<file path="config.mk">
export PLATFORM = sky130hd
export DESIGN_NAME = seq_restoring_divider
export DESIGN_NICKNAME = d
export VERILOG_FILES = /design/src/rtl/seq_restoring_divider.sv
export SDC_FILE = /design/constraint.sdc
export NUM_CORES = 1
export LEC_CHECK = 0
export ABC_CLOCK_PERIOD_IN_PS = 5400
export CORE_MARGIN = 3
export CORE_UTILIZATION = 25
export CTS_CLUSTER_SIZE = 20
export DETAILED_ROUTE_END_ITERATION = 8
export GPL_TIMING_DRIVEN = 0
export MAX_ROUTING_LAYER = met4
export SYNTH_ARGS = -nofsm -noshare
export SYNTH_HDL_FRONTEND = slang
export SYNTH_SLANG_ARGS = --single-unit
</file>
<file path="constraint.sdc">
create_clock -name clk -period 5.4 [get_ports clk]
set_input_delay 1.08 -clock clk [delete_from_list [all_inputs] [get_ports clk]]
set_output_delay 1.08 -clock clk [all_outputs]
set_load 0.01 [all_outputs]
</file>
<file path="src/rtl/seq_restoring_divider.sv">
`default_nettype none
// ============================================================================
// seq_restoring_divider : restoring divider, one quotient bit per clock, start/busy/done handshake.
// Optional macro SIGNED_DIV_EN selects two's-complement operands.  Rev 1.0
// ============================================================================
module seq_restoring_divider #(
  parameter int WIDTH = 4
) (
  input  logic             clk,
  input  logic             rst_n,
  input  logic             start,
  input  logic [WIDTH-1:0] dividend,
  input  logic [WIDTH-1:0] divisor,
  output logic             busy,
  output logic             done,
  output logic [WIDTH-1:0] quotient,
  output logic [WIDTH-1:0] remainder,
  output logic             div_by_zero
);

  localparam int CNT_W = $clog2(WIDTH + 1);

  typedef enum logic [1:0] {
    IDLE = 2'd0,
    RUN  = 2'd1,
    DONE = 2'd2
  } state_t;

  state_t           r_state;
  state_t           w_next;
  logic [CNT_W-1:0] r_cnt;
  logic [WIDTH-1:0] r_rem;
  logic [WIDTH-1:0] r_qreg;
  logic [WIDTH-1:0] r_divisor;
  logic [WIDTH-1:0] r_dividend;
  logic             r_dz;
  logic             w_accept;
  logic [WIDTH:0]   w_shift;
  logic [WIDTH:0]   w_trial;
  logic [WIDTH-1:0] w_mag_a;
  logic [WIDTH-1:0] w_mag_b;
  logic [WIDTH-1:0] w_q_res;
  logic [WIDTH-1:0] w_r_res;
`ifdef SIGNED_DIV_EN
  logic             r_neg_q;
  logic             r_neg_r;
`endif

  // A new request is taken in IDLE and also in DONE, which allows back-to-back ops.
  assign w_accept = start && (r_state != RUN);
  assign busy     = (r_state == RUN);

  always_ff @(posedge clk or negedge rst_n) begin
    if (!rst_n) r_state <= IDLE;
    else        r_state <= w_next;
  end

  always_comb begin
    w_next = r_state;
    case (r_state)
      IDLE, DONE: begin
        if (start) w_next = (divisor == '0) ? DONE : RUN;
        else       w_next = IDLE;
      end
      RUN:     if (r_cnt == CNT_W'(1)) w_next = DONE;
      default: w_next = IDLE;
    endcase
  end

  always_comb begin
    w_mag_a = dividend;
    w_mag_b = divisor;
`ifdef SIGNED_DIV_EN
    if (dividend[WIDTH-1]) w_mag_a = -dividend;
    if (divisor[WIDTH-1])  w_mag_b = -divisor;
`endif
  end

  // The stored partial remainder is always below the divisor, so its top bit
  // of the (WIDTH+1)-bit working value is implicitly zero and not kept.
  assign w_shift = {r_rem, r_qreg[WIDTH-1]};
  assign w_trial = w_shift - {1'b0, r_divisor};

  always_comb begin
    w_q_res = r_qreg;
    w_r_res = r_rem;
`ifdef SIGNED_DIV_EN
    if (r_neg_q) w_q_res = -r_qreg;
    if (r_neg_r) w_r_res = -r_rem;
`endif
    if (r_dz) begin
      w_q_res = '1;
      w_r_res = r_dividend;
    end
  end

  always_ff @(posedge clk or negedge rst_n) begin
    if (!rst_n) begin
      done        <= 1'b0;
      quotient    <= '0;
      remainder   <= '0;
      div_by_zero <= 1'b0;
      r_cnt       <= '0;
      r_rem       <= '0;
      r_qreg      <= '0;
      r_divisor   <= '0;
      r_dividend  <= '0;
      r_dz        <= 1'b0;
`ifdef SIGNED_DIV_EN
      r_neg_q     <= 1'b0;
      r_neg_r     <= 1'b0;
`endif
    end else begin
      done <= 1'b0;
      if (r_state == DONE) begin
        done        <= 1'b1;
        quotient    <= w_q_res;
        remainder   <= w_r_res;
        div_by_zero <= r_dz;
      end
      if (w_accept) begin
        r_rem      <= '0;
        r_qreg     <= w_mag_a;
        r_divisor  <= w_mag_b;
        r_dividend <= dividend;
        r_dz       <= (divisor == '0);
        r_cnt      <= CNT_W'(WIDTH);
`ifdef SIGNED_DIV_EN
        r_neg_q    <= dividend[WIDTH-1] ^ divisor[WIDTH-1];
        r_neg_r    <= dividend[WIDTH-1];
`endif
      end else if (r_state == RUN) begin
        r_rem  <= w_trial[WIDTH] ? w_shift[WIDTH-1:0] : w_trial[WIDTH-1:0];
        r_qreg <= {r_qreg[WIDTH-2:0], ~w_trial[WIDTH]};
        r_cnt  <= r_cnt - CNT_W'(1);
      end
    end
  end

endmodule
`default_nettype wire

</file>
==> results of run 1 <==
## worst min-delay path by stage
stage | from | to | slack [ps] | cells past startpoint
global placement | quotient[2]$_DFFE_PN0P_ | quotient[2]$_DFFE_PN0P_ | 460 | 2
global route | r_cnt[2]$_DFFE_PN0P_ | r_cnt[2]$_DFFE_PN0P_ | 510 | 1
floorplan | r_cnt[2]$_DFFE_PN0P_ | r_cnt[2]$_DFFE_PN0P_ | 450 | 1
detailed placement | quotient[2]$_DFFE_PN0P_ | quotient[2]$_DFFE_PN0P_ | 470 | 2
finish | quotient[2]$_DFFE_PN0P_ | quotient[2]$_DFFE_PN0P_ | 480 | 2
CTS | quotient[2]$_DFFE_PN0P_ | quotient[2]$_DFFE_PN0P_ | 490 | 2
## stage by stage
step / hold slack (ps) / instances / area (um^2) / setup WS (ps)
detailed placement: 472 / 245 / 1880 / 2690
floorplan: 448 / 150 / 1590 / 3400
finish: 479 / 253 / 1980 / 2400
global route: 514 / 253 / 1980 / 2290
global placement: 461 / 245 / 1880 / 2600
CTS: 488 / 253 / 1980 / 2360
## layer usage
metal,vias up,part of all wire [%]
met3,8,6.7
met4,0,2.0
met1,551,47
li1,579,-
met5,-,0
met2,27,44
## layout make-up
type                       instances  area [um^2]
multi-input combinational        102          721
sequential                        32          801
fill                             638         4040
buffer                             6         27.5
inverter                          10         37.5
timing repair buffer              20          195
clock buffer                       6         72.6
tap                               75         93.8
clock inverter                     2         35.0
## layout by cell type (no fill, tap or decap), types with 2 or more instances in the layout
master / count
a211oi_1: 2
a21oi_1: 5
a31oi_1: 2
buf_2: 5
clkbuf_1: 3
clkbuf_8: 5
clkdlybuf4s50_1: 19
dfrtp_1: 32
ha_1: 6
inv_1: 9
mux2_2: 7
mux2i_1: 7
nand2_1: 20
nand2b_1: 2
nand3_1: 5
nor2_1: 5
o21ai_0: 17
o31ai_1: 3
## synth_stat cells, types with 2 or more instances
master,n,area [um^2]
nand2b_1,2,12.5
mux2i_1,7,70.1
nor2_1,5,18.8
a21oi_1,5,25.0
a31oi_1,2,12.5
inv_1,9,33.8
a211oi_1,2,15.0
nand2_1,20,75.1
nand3_1,5,25.0
o31ai_1,3,22.5
buf_2,4,20.0
ha_1,6,75.1
dfrtp_1,32,801
o21ai_0,17,85.1
clkbuf_1,2,7.51
mux2_2,7,78.8
## sequential cells by signal (all words and copies together) (netlist names), 2 cells and up
name	count
quotient	4
r_cnt	3
r_dividend	4
r_divisor	4
r_qreg	4
r_rem	4
r_state	2
remainder	4
## power groups by stage
stage	combinational [mW]	clock, mW	sequential, mW
3_3_place_gp	0.595	0	0.431
2_1_floorplan	0.423	0	0.428
3_5_place_dp	0.606	0	0.434
4_1_cts	0.607	0.237	0.430
6_report	0.598	0.229	0.430
5_1_grt	0.682	0.246	0.447
## kinds of logic after synthesis
group                      share of synthesized area (%)
DFF                                                 50.5
buffers and inverters                               4.10
adders and majority gates                           5.99
xor gates and xnor gates                            1.10
AOI/OAI and AO/OA                                   15.4
and+or+nand+nor                                     13.6
muxes                                               9.39
## worst max-delay path, delay by kind of cell (launching register included)
family / cells / cell delay (ps)
flops: 1 / 380
simple gates: 1 / 160
buf+inv: 3 / 1090
==> run metrics, run 1 <==
status completed; Slowest-stage cell, CP clkdlybuf4s50_1; Post-synth EDFFs 0; final WL ~3300 um; slew margin rel. between 50% and 60%; hold buffer count at CTS 0; total negative slack 0 ps; Seq/Total Area, Yosys around 50%; clock skew 2.97 ps; Tcrit/Tclk final between 50% and 60%; Seq cells post-synth 32; part of the power in registers 34.2%; Routability Congestion around 0.81; end of the critical path busy; cell chain of the critical path nand2b_4, inv_1, buf_2, clkdlybuf4s50_1; Avg Synthesized Cell Area roughly 11 um^2; grt met2 use 15.1%; wire per inst around 13 um; syn nets 168; cts repair resizes 0; Int Pwr just under 800 uW; Hold Violations, Final 0; YS warnings 0; met1 Track Usage GR about 12%; vias in the first global route roughly 1200; Starting Density a little over a quarter; PD cells about 630 mW/mm^2; max incr delay on CP between 500 and 600 ps; initial DRC count 56; Slew Limit Fails 0; global route overflow 0; die width around 86 um; antenna violations before repair 0; post-layout minimum cycle time 3000 ps; hold crit path type reg2reg; largest net degree at the start of global routing 33; count of final setup violators 0; Peak Freq 0.333 GHz; Worst Tran Pin Value 719 ps; CTS Buf Count 5; Via Count around 1200; htree depth 2; CTS tree done; RSZ-0062 raised after global routing no; FP Rows 28; clock root buffer clkbuf_8; Sink Count 32; asr flop ratio synth 100%; Setup Fix Bufs, Post-CTS 0; layout cells sized above 1 approximately 16%; Layout area overhead 25.0%; most used routing layer in global routing met2; full die area 0.00734 mm^2; Mapped Cells 150; Post-DP HPWL around 2400 um; CP arrival 1920 ps; top_reg_cell synth dfrtp_1; Crit. End Element output pin; maximum vdd drop 0.000187 V; Setup crit start r_state[1]$_DFFE_PN0P_; switch share between 30 and 40%; synth unique cells 38; worst reg2reg setup slack approximately 3300 ps; post-route core utilization 32.9%; first-pass GRT wire length 5570 um; met3 usage in global routing roughly 4.2%; critical path type reg2out; Comb pwr share between 40 and 50%; R2R cell count 8; # diodes 0; vias per std cell around 4.6; total chip power about 1.3 mW; Worst Path Required ~4300 ps; Nets ~200; synthesized area 0.00159 mm^2; switching pwr between 400 and 500 uW; max_cap viols 0; clock power share between 10% and 20%; leakage power 0.862 nW; worst-path fanout max 10; die height approximately 86 um; Worst R2R Start r_qreg[3]$_DFFE_PN0P_; I/O Buffers 20; clock transition at the registers of the reported paths approximately 70 ps; CTS max path bufs 2; Startpoint Class register; worst skew pair latency around 290 ps; Ports 22; ANT nets after route 0; reg2reg end r_rem[3]$_DFFE_PN0P_; drt pass-1 iters 4; core footprint about 0.0060 mm^2; DRC violations left 0; total track usage around a tenth
Note: power is estimated with default switching activity, not from simulation.
==> inputs of run 2 (changes only) <==
- ABC_CLOCK_PERIOD_IN_PS: 5400 -> 3000
- clock period: 5.4 -> 3 ns (I/O delays scaled with it)
==> results of run 2 <==
The final DEF is identical to that of run 1. Status: completed.
Main changes from that run: setup slack after placement 2690 ps -> 771 ps; setup slack after layout 2400 ps -> 477 ps; hold slack 479 ps -> 355 ps; register-to-register setup slack 3340 ps -> 940 ps; total power 1.26 mW -> 2.26 mW; worst IR drop on VDD 0.000187 V -> 0.000336 V
==> inputs of run 3 (changes only) <==
- ABC_CLOCK_PERIOD_IN_PS: 3000 -> 2300
- clock period: 3 -> 2.3 ns (I/O delays scaled with it)
==> run 3 against run 2 <==
  * Clock skew grew 1.7 ps
  * Register-to-register slack lost 710 ps
  * Non-clock buffer count shrank 1
  * Cell area is essentially flat
  * Hold slack lost 140 ps
  * Highest routed layer unchanged
==> run metrics, run 3 (synthesis results as in run 1) <==
clock power share between 10% and 20%; vias in the first global route 1153; worst skew pair latency between 200 and 300 ps; hold crit path type in2async; cts repair resizes 1; max_cap viols 0; hold slack 219 ps; Int Pwr between 1.5 and 2 mW; first-pass GRT wire length ~5500 um; layout cells sized above 1 roughly 16%; die width around 86 um; status completed; switch share about two fifths; largest net degree at the start of global routing 33; # diodes 0; Via Count 1166; switching pwr 1.13 mW; Startpoint Class register; ANT nets after route 0; CP arrival 1710 ps; Crit. End Element output pin; Setup Fix Bufs, Post-CTS 0; Worst Tran Pin Value 729 ps; Slew Limit Fails 0; total track usage around 10%; drt pass-1 iters 4; final WL ~3300 um; Sink Count 32; PD cells 1490 mW/mm^2; CTS tree done; total negative slack 0 ps; die height roughly 86 um; CTS max path bufs 2; Peak Freq roughly 0.46 GHz; count of final setup violators 0; core footprint ~0.0060 mm^2; RSZ-0062 raised after global routing no; clock transition at the registers of the reported paths about 70 ps; antenna violations before repair 0; delay-heaviest family, CP buffers and inverters; critical path type reg2out; CTS Buf Count 5; Hold Violations, Final 0; most common cell after layout, fill and taps aside dfrtp_1; initial DRC count between 50 and 60; total chip power about 3.0 mW; CP bufs+invs 2; post-layout minimum cycle time 2170 ps; Worst Path Required 1840 ps; DRC violations left 0; hold buffer count at CTS 0; Slowest-stage cell, CP clkdlybuf4s50_1; max incr delay on CP about 580 ps; htree depth 2; Tcrit/Tclk final a little over nine tenths; post-route core utilization 32.9%; full die area ~0.0073 mm^2; vias per std cell between 4 and 5; worst-path fanout max 17; I/O Buffers 20; Post-DP HPWL roughly 2400 um; wire per inst 12.9 um; leakage power ~0.85 nW; part of the power in registers between 30% and 40%; final cell count without fillers between 200 and 300; global route overflow 0; clock skew approximately 4.6 ps; Starting Density a little over a quarter; clock root buffer clkbuf_8; maximum vdd drop about 0.00044 V; Ports 22; slew margin rel. about half; Routability Congestion just over 0.8; placed cell count 245; Nets approximately 190; commonest non-fill, non-tap cells in the layout dfrtp_1 (32), nand2_1 (20), clkdlybuf4s50_1 (19); cell chain of the critical path nand2b_4, clkinvlp_4, clkdlybuf4s50_1; FP Rows 28; Comb pwr share between 40% and 50%; Layout area overhead 24.9%
[run 3: path summary, 6_finish.rpt]
path / from / end / slack [ps] / depth (start not counted)
setup / recovery: r_state[0]$_DFFE_PN0P_ / busy / 130 / 3
hold / removal: rst_n / done$_DFF_PN0_ / 220 / 1
setup reg to reg: r_qreg[3]$_DFFE_PN0P_ / r_rem[3]$_DFFE_PN0P_ / 230 / 8
hold reg to reg: quotient[2]$_DFFE_PN0P_ / quotient[2]$_DFFE_PN0P_ / 480 / 2
max in group asynchronous: rst_n / r_divisor[2]$_DFFE_PN0P_ / 1610 / 1
min in group clk: quotient[2]$_DFFE_PN0P_ / quotient[2]$_DFFE_PN0P_ / 480 / 2
[run 3: area by class of cell]
cell class	instances	area, um^2
Buffer	5	22.5
Clock buffer	6	72.6
Clock inverter	2	35.0
Fill cell	639	4040
Inverter	10	41.3
Multi-Input combinational cell	102	721
Sequential cell	32	801
Tap cell	75	93.8
Timing Repair Buffer	20	195
[run 3: layer usage]
metal	part of all wire [%]	track usage, %	vias up
li1	-	-	578
met1	48	12.3	553
met2	44	15.0	27
met3	6.4	4.23	8
met4	2.0	4.60	0
met5	0	-	-
[run 3: through the flow]
stage          instance area (um^2)  setup slack (ps)
2_1_floorplan                  1590               395
3_3_place_gp                   1880               124
3_5_place_dp                   1880               211
4_1_cts                        1980               108
5_1_grt                        1980              42.7
6_report                       1980               128
[run 3: power by group through the flow]
| stage | clock (mW) | sequential, mW | combinational (mW) |
|---|---|---|---|
| after floorplan | 0 | 1.01 | 0.992 |
| after global placement | 0 | 1.01 | 1.40 |
| after detailed placement | 0 | 1.02 | 1.42 |
| after CTS | 0.556 | 1.01 | 1.42 |
| after global routing | 0.578 | 1.05 | 1.60 |
| final | 0.539 | 1.01 | 1.41 |
==> edit (flow settings as in run 3) <==
Re-encode `state_t` (3 states) as one-hot, 3 bits wide.
--- a/src/rtl/seq_restoring_divider.sv
+++ b/src/rtl/seq_restoring_divider.sv
@@ -21,8 +21,8 @@
   localparam int CNT_W = $clog2(WIDTH + 1);
 
-  typedef enum logic [1:0] {
-    IDLE = 2'd0,
-    RUN  = 2'd1,
-    DONE = 2'd2
+  typedef enum logic [2:0] {
+    IDLE = 3'b001,
+    RUN  = 3'b010,
+    DONE = 3'b100
   } state_t;
 
Check against the original RTL: same outputs for any inputs over 10 cycles, from zero or initial values and one cycle with rst_n low; not proved beyond that.
==> edit against run 3 <==
Clock skew increased by 0.0048 ns. Clock power decreased by 16%. Worst setup slack improved by 0.057 ns. Total power decreased by 21%. Critical endpoint is now r_rem[3]$_DFFE_PN0P_. Sequential cell count increased by 1. Routed wire length increased by 2.1%. Final area about the same. Critical path depth increased by 5. Utilization decreased by 0.21 points. Area after synthesis increased by 0.71%. Non-clock buffer count unchanged. Count of clock-buffer cells in the layout unchanged. Critical path type is now flip-flop to flip-flop. Register-to-register slack got worse by 0.05 ns.
==> edit: results <==
set metrics [dict create \
    status "finished clean" \
    tightestPinTransition_ns 0.751 \
    track_usage_pct 10.8 \
    drc 0 \
    gp_congestion 0.867 \
    postSynthAreaPerCell_sq_um 10.4 \
    ys_seq_area_share_pct 51.8 \
    place_area_sq_um 1890 \
    drive_above_1_share_pct 12.8 \
    leakage_nw 0.852 \
    arrival_ns 2.27 \
    yosys-top-cells-area "dfrtp_1 (50%), ha_1 (4.7%), mux2i_1 (4.4%)" \
    skew_ns 0.00941 \
    grt_pass1_wl_um 5930 \
    hpwl_um 2460 \
    fillers 631 \
    placed_cells_incl_taps 249 \
    vdd_drop_max_uv 442 \
    wl_per_cell_um 13.0 \
    worst-path-max-fanout 4 \
    synth_top_flop_cell "dfrtp_1" \
    final_nets 198 \
    grt_pass1_vias 1196 \
    syn_nets 172 \
    wirelength_um 3330 \
    cts_buffers 5 \
    synthTopCellsByCount "dfrtp_1 (32), nor2_1 (14), a21oi_1 (13)" \
    vias_per_cell 4.64 \
]
## edit: cell types whose count changed after synthesis, moves of 2 or more
cell	before	now
nor2_1	5	14
and2_1	0	2
a21oi_1	5	13
nand2_1	20	11
o21ai_1	0	2
o21ai_0	17	10
## edit: area by class of cell
class	count	area share [%]
Clock buffer	6	4.17
Clock inverter	1	0.379
Tap cell	75	4.74
Sequential cell	33	41.8
Multi-Input combinational cell	106	36.1
Buffer	5	1.14
Timing Repair Buffer	20	9.79
Inverter	9	1.96
## edit: final timing paths
| check | start | end | slack [ns] |
|---|---|---|---|
| worst max-delay path | r_qreg[3]$_DFFE_PN0P_ | r_rem[3]$_DFFE_PN0P_ | 0.18 |
| worst min-delay path | rst_n | r_state[1]$_DFFE_PN0P_ | 0.24 |
| worst max register to register | r_qreg[3]$_DFFE_PN0P_ | r_rem[3]$_DFFE_PN0P_ | 0.18 |
| worst min register to register | r_cnt[2]$_DFFE_PN0P_ | r_cnt[2]$_DFFE_PN0P_ | 0.49 |
| max in group asynchronous | rst_n | r_rem[0]$_DFFE_PN0P_ | 1.58 |
| min in group clk | r_cnt[2]$_DFFE_PN0P_ | r_cnt[2]$_DFFE_PN0P_ | 0.49 |
## edit: worst max-delay path: stages, from the launching register on
cell,delay (ns)
dfrtp_1,0.43
inv_1,0.08
ha_1,0.17
inv_1,0.06
fa_1,0.43
a211o_1,0.32
and4_1,0.20
a311oi_1,0.19
o31ai_1,0.10
## edit: timing repair
action | CTS | global route
resized for setup | 3 | 1
endpoints found under the hold margin | 0 | 0
setup endpoints to repair | 1 | 1
## edit: kinds of logic after synthesis
family	after synthesis	synth area share, %
DFF	33	51.8
and+or+nand+nor	45	14.1
xor gates and xnor gates	3	1.64
adders and majority gates	7	5.95
muxes	13	8.61
buffers and inverters	15	3.84
AOI/OAI and AO/OA	38	14.1
## edit: layer usage
metal	global-route usage (%)	vias up	wire length, um
li1	-	591	-
met3	4.03	6	189
met4	3.02	0	40
met5	-	-	0
met1	14.1	558	1690
met2	15.6	29	1410
## edit: per-stage QoR
| stage | utilization (%) | power, mW | worst slack [ns] |
|---|---|---|---|
| after floorplan | - | 1.56 | 0.398 |
| after global placement | 31.2 | 1.86 | -0.00465 |
| after detailed placement | 31.1 | 1.88 | 0.00300 |
| after CTS | 32.6 | 2.33 | 0.169 |
| after global routing | 32.7 | 2.55 | 0.0144 |
| final | 32.7 | 2.33 | 0.185 |
## edit: power groups by stage
stage / combinational [mW] / clock [mW] / sequential [mW]
after global placement: 0.926 / 0 / 0.932
after CTS: 0.937 / 0.466 / 0.930
after floorplan: 0.636 / 0 / 0.922
after global routing: 1.09 / 0.499 / 0.962
after detailed placement: 0.936 / 0 / 0.942
final: 0.943 / 0.453 / 0.929
